[src/rtl/graphics_scheduler_pkg.sv]
// graphics_pkg: shared sizes and scheduler state encoding for the sprite mover.
package graphics_pkg;
  localparam int NUM_SLOTS = 4;
  localparam int TILE = 8;
  localparam int XW = 8;
  localparam int YW = 7;
  localparam int CW = 3;
  typedef enum logic [1:0] {IDLE, CLEAR, DRAW, ACK} state_t;
endpackage

[src/rtl/graphics_scheduler_if.sv]
// graphics_scheduler_if: requester bundle plus VGA plot port of the scheduler.
interface graphics_scheduler_if #(parameter int N = graphics_pkg::NUM_SLOTS);
  import graphics_pkg::*;
  logic [N-1:0] req;
  logic [N-1:0] ack;
  logic [XW*N-1:0] old_x;
  logic [YW*N-1:0] old_y;
  logic [XW*N-1:0] new_x;
  logic [YW*N-1:0] new_y;
  logic [CW*N-1:0] obj_colour;
  logic [XW-1:0] x;
  logic [YW-1:0] y;
  logic [CW-1:0] colour;
  logic writeEn;
  logic busy;
  modport master (output req, old_x, old_y, new_x, new_y, obj_colour,
                  input ack, x, y, colour, writeEn, busy);
  modport slave (input req, old_x, old_y, new_x, new_y, obj_colour,
                 output ack, x, y, colour, writeEn, busy);
endinterface

[src/rtl/graphics_scheduler_tile_painter.sv]
// tile_painter: raster-scans one TILE x TILE square from a reference origin with a fill colour.
module tile_painter
  import graphics_pkg::*;
#(
  parameter int TILE = graphics_pkg::TILE
) (
  input  logic          clock,
  input  logic          reset,
  input  logic          start,
  input  logic [XW-1:0] ref_x,
  input  logic [YW-1:0] ref_y,
  input  logic [CW-1:0] fill,
  output logic [XW-1:0] x,
  output logic [YW-1:0] y,
  output logic [CW-1:0] colour,
  output logic          writeEn,
  output logic          done
);
  localparam int OW = $clog2(TILE);
  localparam logic [2*OW-1:0] LAST = (2*OW)'(TILE*TILE-1);
  logic [2*OW-1:0] cnt;
  logic active;
  // start may coincide with done so two scans run back to back with no gap
  always_ff @(posedge clock) begin
    if (reset) begin
      active <= 1'b0;
      cnt <= '0;
    end else if (start) begin
      active <= 1'b1;
      cnt <= '0;
    end else if (active) begin
      active <= cnt != LAST;
      cnt <= cnt + 1'b1;
    end
  end
  assign writeEn = active;
  assign done = active && cnt == LAST;
  assign x = active ? ref_x + XW'(cnt[OW-1:0]) : '0;
  assign y = active ? ref_y + YW'(cnt[2*OW-1:OW]) : '0;
  assign colour = active ? fill : '0;
endmodule

[src/rtl/graphics_scheduler.sv]
// graphics_scheduler: round-robin grants sprite moves, clearing the old tile then drawing the new one.
module graphics_scheduler
  import graphics_pkg::*;
#(
  parameter int NUM_SLOTS = graphics_pkg::NUM_SLOTS,
  parameter int TILE = graphics_pkg::TILE
) (
  input logic clock,
  input logic reset,
  graphics_scheduler_if.slave bus
);
  localparam int SW = NUM_SLOTS > 1 ? $clog2(NUM_SLOTS) : 1;
  state_t state, nxt;
  logic [SW-1:0] ptr, grant, pick;
  logic [SW:0] s;
  logic [XW-1:0] ox, nx, ref_x;
  logic [YW-1:0] oy, ny, ref_y;
  logic [CW-1:0] col, fill;
  logic start, done;
  // walk downwards so the slot closest to the pointer is chosen last and wins
  always_comb begin
    pick = ptr;
    s = '0;
    for (int i = NUM_SLOTS - 1; i >= 0; i--) begin
      s = {1'b0, ptr} + (SW+1)'(i);
      if (s >= (SW+1)'(NUM_SLOTS)) s = s - (SW+1)'(NUM_SLOTS);
      if (bus.req[s[SW-1:0]]) pick = s[SW-1:0];
    end
  end
  always_ff @(posedge clock) begin
    if (reset) begin
      state <= IDLE;
      ptr <= '0;
      grant <= '0;
      ox <= '0;
      oy <= '0;
      nx <= '0;
      ny <= '0;
      col <= '0;
    end else begin
      state <= nxt;
      if (state == IDLE && |bus.req) begin
        grant <= pick;
        ox <= bus.old_x[int'(pick)*XW +: XW];
        oy <= bus.old_y[int'(pick)*YW +: YW];
        nx <= bus.new_x[int'(pick)*XW +: XW];
        ny <= bus.new_y[int'(pick)*YW +: YW];
        col <= bus.obj_colour[int'(pick)*CW +: CW];
      end
      if (state == ACK) ptr <= grant == SW'(NUM_SLOTS - 1) ? '0 : grant + 1'b1;
    end
  end
  always_comb begin
    nxt = state;
    start = 1'b0;
    case (state)
      IDLE: if (|bus.req) begin nxt = CLEAR; start = 1'b1; end
      CLEAR: if (done) begin nxt = DRAW; start = 1'b1; end
      DRAW: if (done) nxt = ACK;
      default: nxt = IDLE;
    endcase
  end
  assign ref_x = state == DRAW ? nx : ox;
  assign ref_y = state == DRAW ? ny : oy;
  assign fill = state == DRAW ? col : '0;
  assign bus.ack = state == ACK ? NUM_SLOTS'(1) << grant : '0;
  assign bus.busy = state != IDLE;
  tile_painter #(.TILE(TILE)) painter (
    .clock(clock),
    .reset(reset),
    .start(start),
    .ref_x(ref_x),
    .ref_y(ref_y),
    .fill(fill),
    .x(bus.x),
    .y(bus.y),
    .colour(bus.colour),
    .writeEn(bus.writeEn),
    .done(done)
  );
endmodule
[src/flat_wrapper.sv]
// flat-port wrapper written by rule: the top's interface ports become plain ports
module graphics_scheduler_flat import graphics_pkg::*;
#(
  parameter int NUM_SLOTS = graphics_pkg::NUM_SLOTS,
  parameter int TILE = graphics_pkg::TILE
)
  (clock, reset, bus_req, bus_old_x, bus_old_y, bus_new_x, bus_new_y, bus_obj_colour, bus_ack, bus_x, bus_y, bus_colour, bus_writeEn, bus_busy);
  graphics_scheduler_if bus_i ();
  input logic clock;
  input logic reset;
  input wire logic [$bits(bus_i.req)-1:0] bus_req;
  input wire logic [$bits(bus_i.old_x)-1:0] bus_old_x;
  input wire logic [$bits(bus_i.old_y)-1:0] bus_old_y;
  input wire logic [$bits(bus_i.new_x)-1:0] bus_new_x;
  input wire logic [$bits(bus_i.new_y)-1:0] bus_new_y;
  input wire logic [$bits(bus_i.obj_colour)-1:0] bus_obj_colour;
  output wire logic [$bits(bus_i.ack)-1:0] bus_ack;
  output wire logic [$bits(bus_i.x)-1:0] bus_x;
  output wire logic [$bits(bus_i.y)-1:0] bus_y;
  output wire logic [$bits(bus_i.colour)-1:0] bus_colour;
  output wire logic [$bits(bus_i.writeEn)-1:0] bus_writeEn;
  output wire logic [$bits(bus_i.busy)-1:0] bus_busy;
  assign bus_i.req = bus_req;
  assign bus_i.old_x = bus_old_x;
  assign bus_i.old_y = bus_old_y;
  assign bus_i.new_x = bus_new_x;
  assign bus_i.new_y = bus_new_y;
  assign bus_i.obj_colour = bus_obj_colour;
  assign bus_ack = bus_i.ack;
  assign bus_x = bus_i.x;
  assign bus_y = bus_i.y;
  assign bus_colour = bus_i.colour;
  assign bus_writeEn = bus_i.writeEn;
  assign bus_busy = bus_i.busy;
  graphics_scheduler #(.NUM_SLOTS(NUM_SLOTS), .TILE(TILE)) u_core (.clock(clock), .reset(reset), .bus(bus_i));
endmodule
[config.mk]
export PLATFORM = sky130hd
export DESIGN_NAME = graphics_scheduler_flat
export DESIGN_NICKNAME = d
export VERILOG_FILES = /design/src/rtl/graphics_scheduler_pkg.sv /design/src/rtl/graphics_scheduler_if.sv /design/src/rtl/graphics_scheduler_tile_painter.sv /design/src/rtl/graphics_scheduler.sv /design/src/flat_wrapper.sv
export SDC_FILE = /design/constraint.sdc
export NUM_CORES = 1
export LEC_CHECK = 0
export BUFFER_PORTS_ARGS = -buffer_cell sky130_fd_sc_hd__buf_2
export CAP_MARGIN = 40
export CORE_MARGIN = 2
export CORE_UTILIZATION = 50
export CTS_CLUSTER_SIZE = 30
export DETAILED_ROUTE_END_ITERATION = 8
export GPL_TIMING_DRIVEN = 0
export PLACE_DENSITY = 0.83
export SYNTH_ARGS = -nofsm -noshare
export SYNTH_HDL_FRONTEND = slang
export SYNTH_HIERARCHICAL = 1
export SYNTH_SLANG_ARGS = --single-unit
[constraint.sdc]
create_clock -name clock -period 8.1 [get_ports clock]
set_input_delay 0.405 -clock clock [delete_from_list [all_inputs] [get_ports clock]]
set_output_delay 0.405 -clock clock [all_outputs]
set_load 0.005 [all_outputs]
# Word level (Yosys, flattened, before mapping)
# Index checks and enable logic that the tools add are counted.
# totals
reg_bits,46
latchBits,0
ramBits,0
romBits,0
input_bits,138
out_inout_bits,24
word_cells,86
memories,0
# classes
n_addsub,11
multipliers,2
div_mod_pow,0
order_cmp,8
eq_ne,9
shifts,6
n_mux,33
bitwise_logic,0
n_reduce_logical,7
# op_table
cell,n
28-bit by 32-bit variable part select with 7-bit output,2
32-bit by 6-bit variable part select with 8-bit output,2
12-bit by 32-bit variable part select with 3-bit output,1
2-bit 2-to-1 mux,12
8-bit 2-to-1 mux,2
7-bit 2-to-1 mux,2
2-bit by 3-bit < comparator with 1-bit output (second input constant),4
3-bit >= comparator (second input constant),3
8-bit by 3-bit adder with 8-bit output,1
1-bit binary-select mux with 2-bit select,4
1-bit 2-to-1 mux,8
2-bit by 1-bit subtractor with 2-bit output (second input constant),4
7-bit by 3-bit adder with 7-bit output,1
2-bit by 2-bit adder with 3-bit output (second input constant),2
6-bit by 1-bit adder with 6-bit output (second input constant),1
2-bit equality test (second input constant),3
6-bit equality test (second input constant),1
3-bit 2-to-1 mux,2
6-bit inequality test (second input constant),1
2-bit case mux with 3 select lines,1
2-bit by 3-bit multiplier with 5-bit output (second input constant),1
2-bit by 2-bit multiplier with 4-bit output (second input constant),1
4-bit 2-to-1 mux,1
2-bit by 1-bit inequality test with 1-bit output (second input constant),2
13 further kinds,14

# Longest topological paths before layout
# logic_depth
ltp_word,11
mapped_depth,12
ltp_nobuf,10

# Modules after synthesis
# The synthesis kept the hierarchy.
# by_module_without_submodules
module,instances,cells_per_inst,area_each_um2,seq_area_each_um2
graphics_scheduler,1,267,2562.5,780.7
tile_painter,1,92,740.7,140.1

# Worst setup path before layout
# No wires, ideal clock.
# synth_path
kind,register to output
startpoint,register u_core.state[0]
endpoint,output bus_y[6]
arrival_ns,2.568
required_time_ns,7.695
setup_slack_ns,5.127
stages_incl_launch_ff,13
n_path_buf,2
cell_sequence,dfxtp_1 > inv_1 > ha_1 > clkbuf_1 > clkbuf_1 > mux2_2 > ha_1 > inv_1 > fa_1 > nor2b_1 > o2111ai_1 > xnor2_1 > and2_1
# synth_via
elab_chain_cells,4
# synth_rtl
item,line_no,rtl
from (decl),graphics_scheduler.sv:13,"state_t state, nxt;"
from (signal assigned),graphics_scheduler.sv:41,state <= nxt;
2-bit equality test,graphics_scheduler.sv:64,assign ref_y = state == DRAW ? ny : oy;
7-bit 2-to-1 mux,graphics_scheduler.sv:64,
via u_core.ref_y[0],graphics_scheduler.sv:17,"logic [YW-1:0] oy, ny, ref_y;"
7-bit by 3-bit adder with 7-bit output,graphics_scheduler_tile_painter.sv:39,assign y = active ? ref_y + YW'(cnt[2*OW-1:OW]) : '0;
7-bit 2-to-1 mux,graphics_scheduler_tile_painter.sv:39,
to (decl),flat_wrapper.sv:19,output wire logic [$bits(bus_i.y)-1:0] bus_y;
# The timed path passes the listed nets, and every way through them passes these cells.

# Final worst setup path
# layout_path
startpoint,register u_core.state[0]
endpoint,output bus_y[4]
# The elaborated chain is that of the path after synthesis.

==> summary.md <==
| Metric | Value |
|---|---|
| First-pass GRT wire length | 15300 um |
| Met1 global-route usage | 0.286 |
| Avg WL per Cell | about 16 um |
| Clock Tree Root | clkbuf_8 |
| Nets | 682 |
| Dpl cells | 597 |
| Total CTS buffers | 5 |
| FF-to-FF path depth | 8 |
| Crit Path Class | reg2out |
| Post-synth cell types | 37 |
| Die X | between 80 and 90 um |
| #FFs+latches synth | 46 |
| Finished Layout Cells | between 600 and 700 |
| Initial antenna violation count | 0 |
| Fin. Hold Viols | 0 |
| CTS H-tree lvls | 2 |
| Reg-to-Reg End | u_core/col[2] |
| IO Count | 162 |
| Fraction of registers with async set/reset | 0 |
| Crit path max fanout | 10 |
| Core footprint | 6390 sq um |
| Setup tns final | 0 ns |
| Area of the die | 7270 sq um |
| Tot Pwr | approximately 0.00096 W |
| Maximum VDD drop | roughly 0.16 mV |
| Hold Crit Class | in2reg |
| CP startpoint kind | register |
| Critical Path Source | u_core/state[0] |
| Row Count | 29 |
| CTS max path bufs | 2 |
| Starting density of the core | 0.517 |
| Crit path DAT | 3.62 ns |
| Worst-Margin Slew | 0.587 ns |
| Ys flop type | dfxtp_1 |
| Total global routing overflow | 0 |
| Overall routing resource usage | 0.264 |
| Die Height | 85.3 um |
| CTS sink count | 46 |
| RSZ-0062 raised after global routing | no |
| # diodes | 0 |
| Routed Antenna Nets | 0 |
| CP max-delay cell | clkbuf_1 |
| Mapped Nets | 514 |
| Crit path cell chain | inv_1 -> ha_1 -> clkbuf_1 -> clkbuf_1 -> mux2_2 -> ha_1 -> inv_1 -> fa_1 -> nor2b_1 -> o21ai_0 -> xnor2_1 -> and2_1 -> buf_2 |
| Post-CTS setup buffer count | 0 |
| Max Clk Rate | 0.249 GHz |
| Clock skew | 0.00737 ns |
| RePlAce Congestion | about 0.85 |
| Rel. slew slack | 0.609 |
| Setup violators final | 0 |
| Sequential-to-total area share from yosys stat | 0.279 |
| Share of layout cells above drive strength 1 | 0.376 |
| Largest area contributor in the netlist | dfxtp_1 |
| Vias in the first global route | 3367 |
| Max Slew Vio Count | 0 |
| Iter 0 DRT Violations | 159 |
| Yosys warning total | 6 |
| Hold Path Depth | 2 |
| Most frequent cells in the layout | buf_2 (165), mux2i_1 (72), dfxtp_1 (46) |
| Pleak | 2.09 nW |
| CP Capture Type | primary output |
| Worst skew pair latency | just under 0.3 ns |
| Hold Startpoint | reset |
| Area delta synth->final | 30.7% |
| Fillcell total | 561 |
| Grt peak-use layer | met2 |
| CTS Hold Bufs | 0 |
| Post-CTS Resized | 0 |
| GR Util met3 | 0.0350 |
| Max-cap viol count | 0 |
| Number of synthesized flops with an enable pin | 0 |
| Via count | 3299 |
| Hold Path Sink | u_core/painter/writeEn |
| Met2 usage | 0.518 |
| Ranking of synthesized cells by area | dfxtp_1 (28%), mux2i_1 (22%), o221ai_1 (8.8%), ha_1 (5.7%), mux2_2 (5.1%) |
| Total length of routed wires | 9660 um |
| Synthesized area per cell | 9.20 sq um |
| Netlist Area Pre-Place | 3300 sq um |
| CP required | 7.70 ns |
| Port Buffer Count | 161 |
| Vias per cell | roughly 5.5 |
| DR DRC count | 0 |
| Final Cycle Share | 0.496 |
| Worst path max stage delay | around 0.50 ns |
| Status | complete, no violations |
| Crit path time final | 4.02 ns |
| Most common cell after layout, fill and taps aside | buf_2 |
| PwrDens | between 200 and 250 nW/um^2 |
| Reg2Reg Launch Point | u_core/state[0] |
| Clk slew on worst S/H paths | 0.09 ns |
| Yosys top cell area share | 0.279 |
| CTS tree | yes |
| R2r setup slk | between 5 and 6 ns |
| Initial DRT Pass Iterations | 4 |
| Largest net degree at the start of global routing | 14 |
| Post-Syn Instances | 359 |
| Post-DP HPWL | 7820 um |
## cell usage after synthesis (7+ instances only)
library cell / instances
nand2_1: 40
nor2b_1: 9
dfxtp_1: 46
mux2i_1: 72
inv_1: 11
mux2_2: 15
and2_1: 21
clkbuf_1: 12
ha_1: 15
buf_6: 7
a21oi_1: 9
xnor2_1: 7
nor2_1: 18
o221ai_1: 33
## power by group
group / switching [W] / internal, W / total, W
Sequential: 0.0000423 / 0.000289 / 0.000331
Combinational: 0.000234 / 0.000217 / 0.000452
Clock: 0.0000748 / 0.0000988 / 0.000174
Total: 0.000351 / 0.000605 / 0.000956
## flip-flops by register name, indices dropped and copies added, names as in the netlist
signal / cells
u_core/col: 3
u_core/grant: 2
u_core/nx: 8
u_core/ny: 7
u_core/ox: 8
u_core/oy: 7
u_core/painter/cnt: 6
u_core/painter/writeEn: 1
u_core/ptr: 2
u_core/state: 2
## layer usage
layer	up-vias	part of all wire
met2	152	0.52
met3	8	0.070
li1	1632	-
met5	-	0
met4	0	0.015
met1	1507	0.39
## through the flow
step                      utilization  instance area, sq um  hold slack [ns]  worst slack [ns]
after floorplan                     -                  3300            0.424              5.13
after global placement          0.659                  4210            0.438              4.53
after detailed placement        0.659                  4210            0.445              4.38
after CTS                       0.676                  4320            0.299              4.06
after global routing            0.676                  4320            0.299              3.84
final                           0.676                  4320            0.310              4.08
## worst max-delay path by stage
| stage | to | slack, ns | cells after the start |
|---|---|---|---|
| floorplan | bus_y[6] | 5.13 | 12 |
| global placement | bus_y[6] | 4.53 | 13 |
| detailed placement | bus_y[6] | 4.38 | 13 |
| CTS | bus_y[6] | 4.06 | 13 |
| global route | bus_y[4] | 3.84 | 13 |
| finish | bus_y[4] | 4.08 | 13 |
## final cells by class
type	count	area [sq um]	share of cell area
clock buffer	6	82.6	0.0191
timing repair buffer	161	806	0.187
tap	77	96.3	0.0223
inverter	11	41.3	0.00956
buffer	25	166	0.0385
clock inverter	1	30.0	0.00695
multi-input combinational	277	2170	0.504
sequential	46	921	0.213
## worst max-delay path: cells and delay by family, from the launching register on
| family | cells | cell delay (ns) |
|---|---|---|
| compound gates | 1 | 0.13 |
| xor+xnor | 1 | 0.17 |
| fa+ha+maj | 3 | 0.76 |
| buf+inv | 5 | 1.26 |
| flops | 1 | 0.36 |
| mux | 1 | 0.27 |
| simple gates | 2 | 0.37 |
## cell families after synthesis
group	count (synthesis)	share of synthesized area
AO/OA/AOI/OAI	58	0.135
adder cells (fa/ha/maj)	17	0.0689
buffers and inverters	36	0.0629
flip-flops	46	0.279
XOR/XNOR	13	0.0345
multiplexers	87	0.269
AND/OR/NAND/NOR	102	0.151
Power figures use the tool's default switching activity.
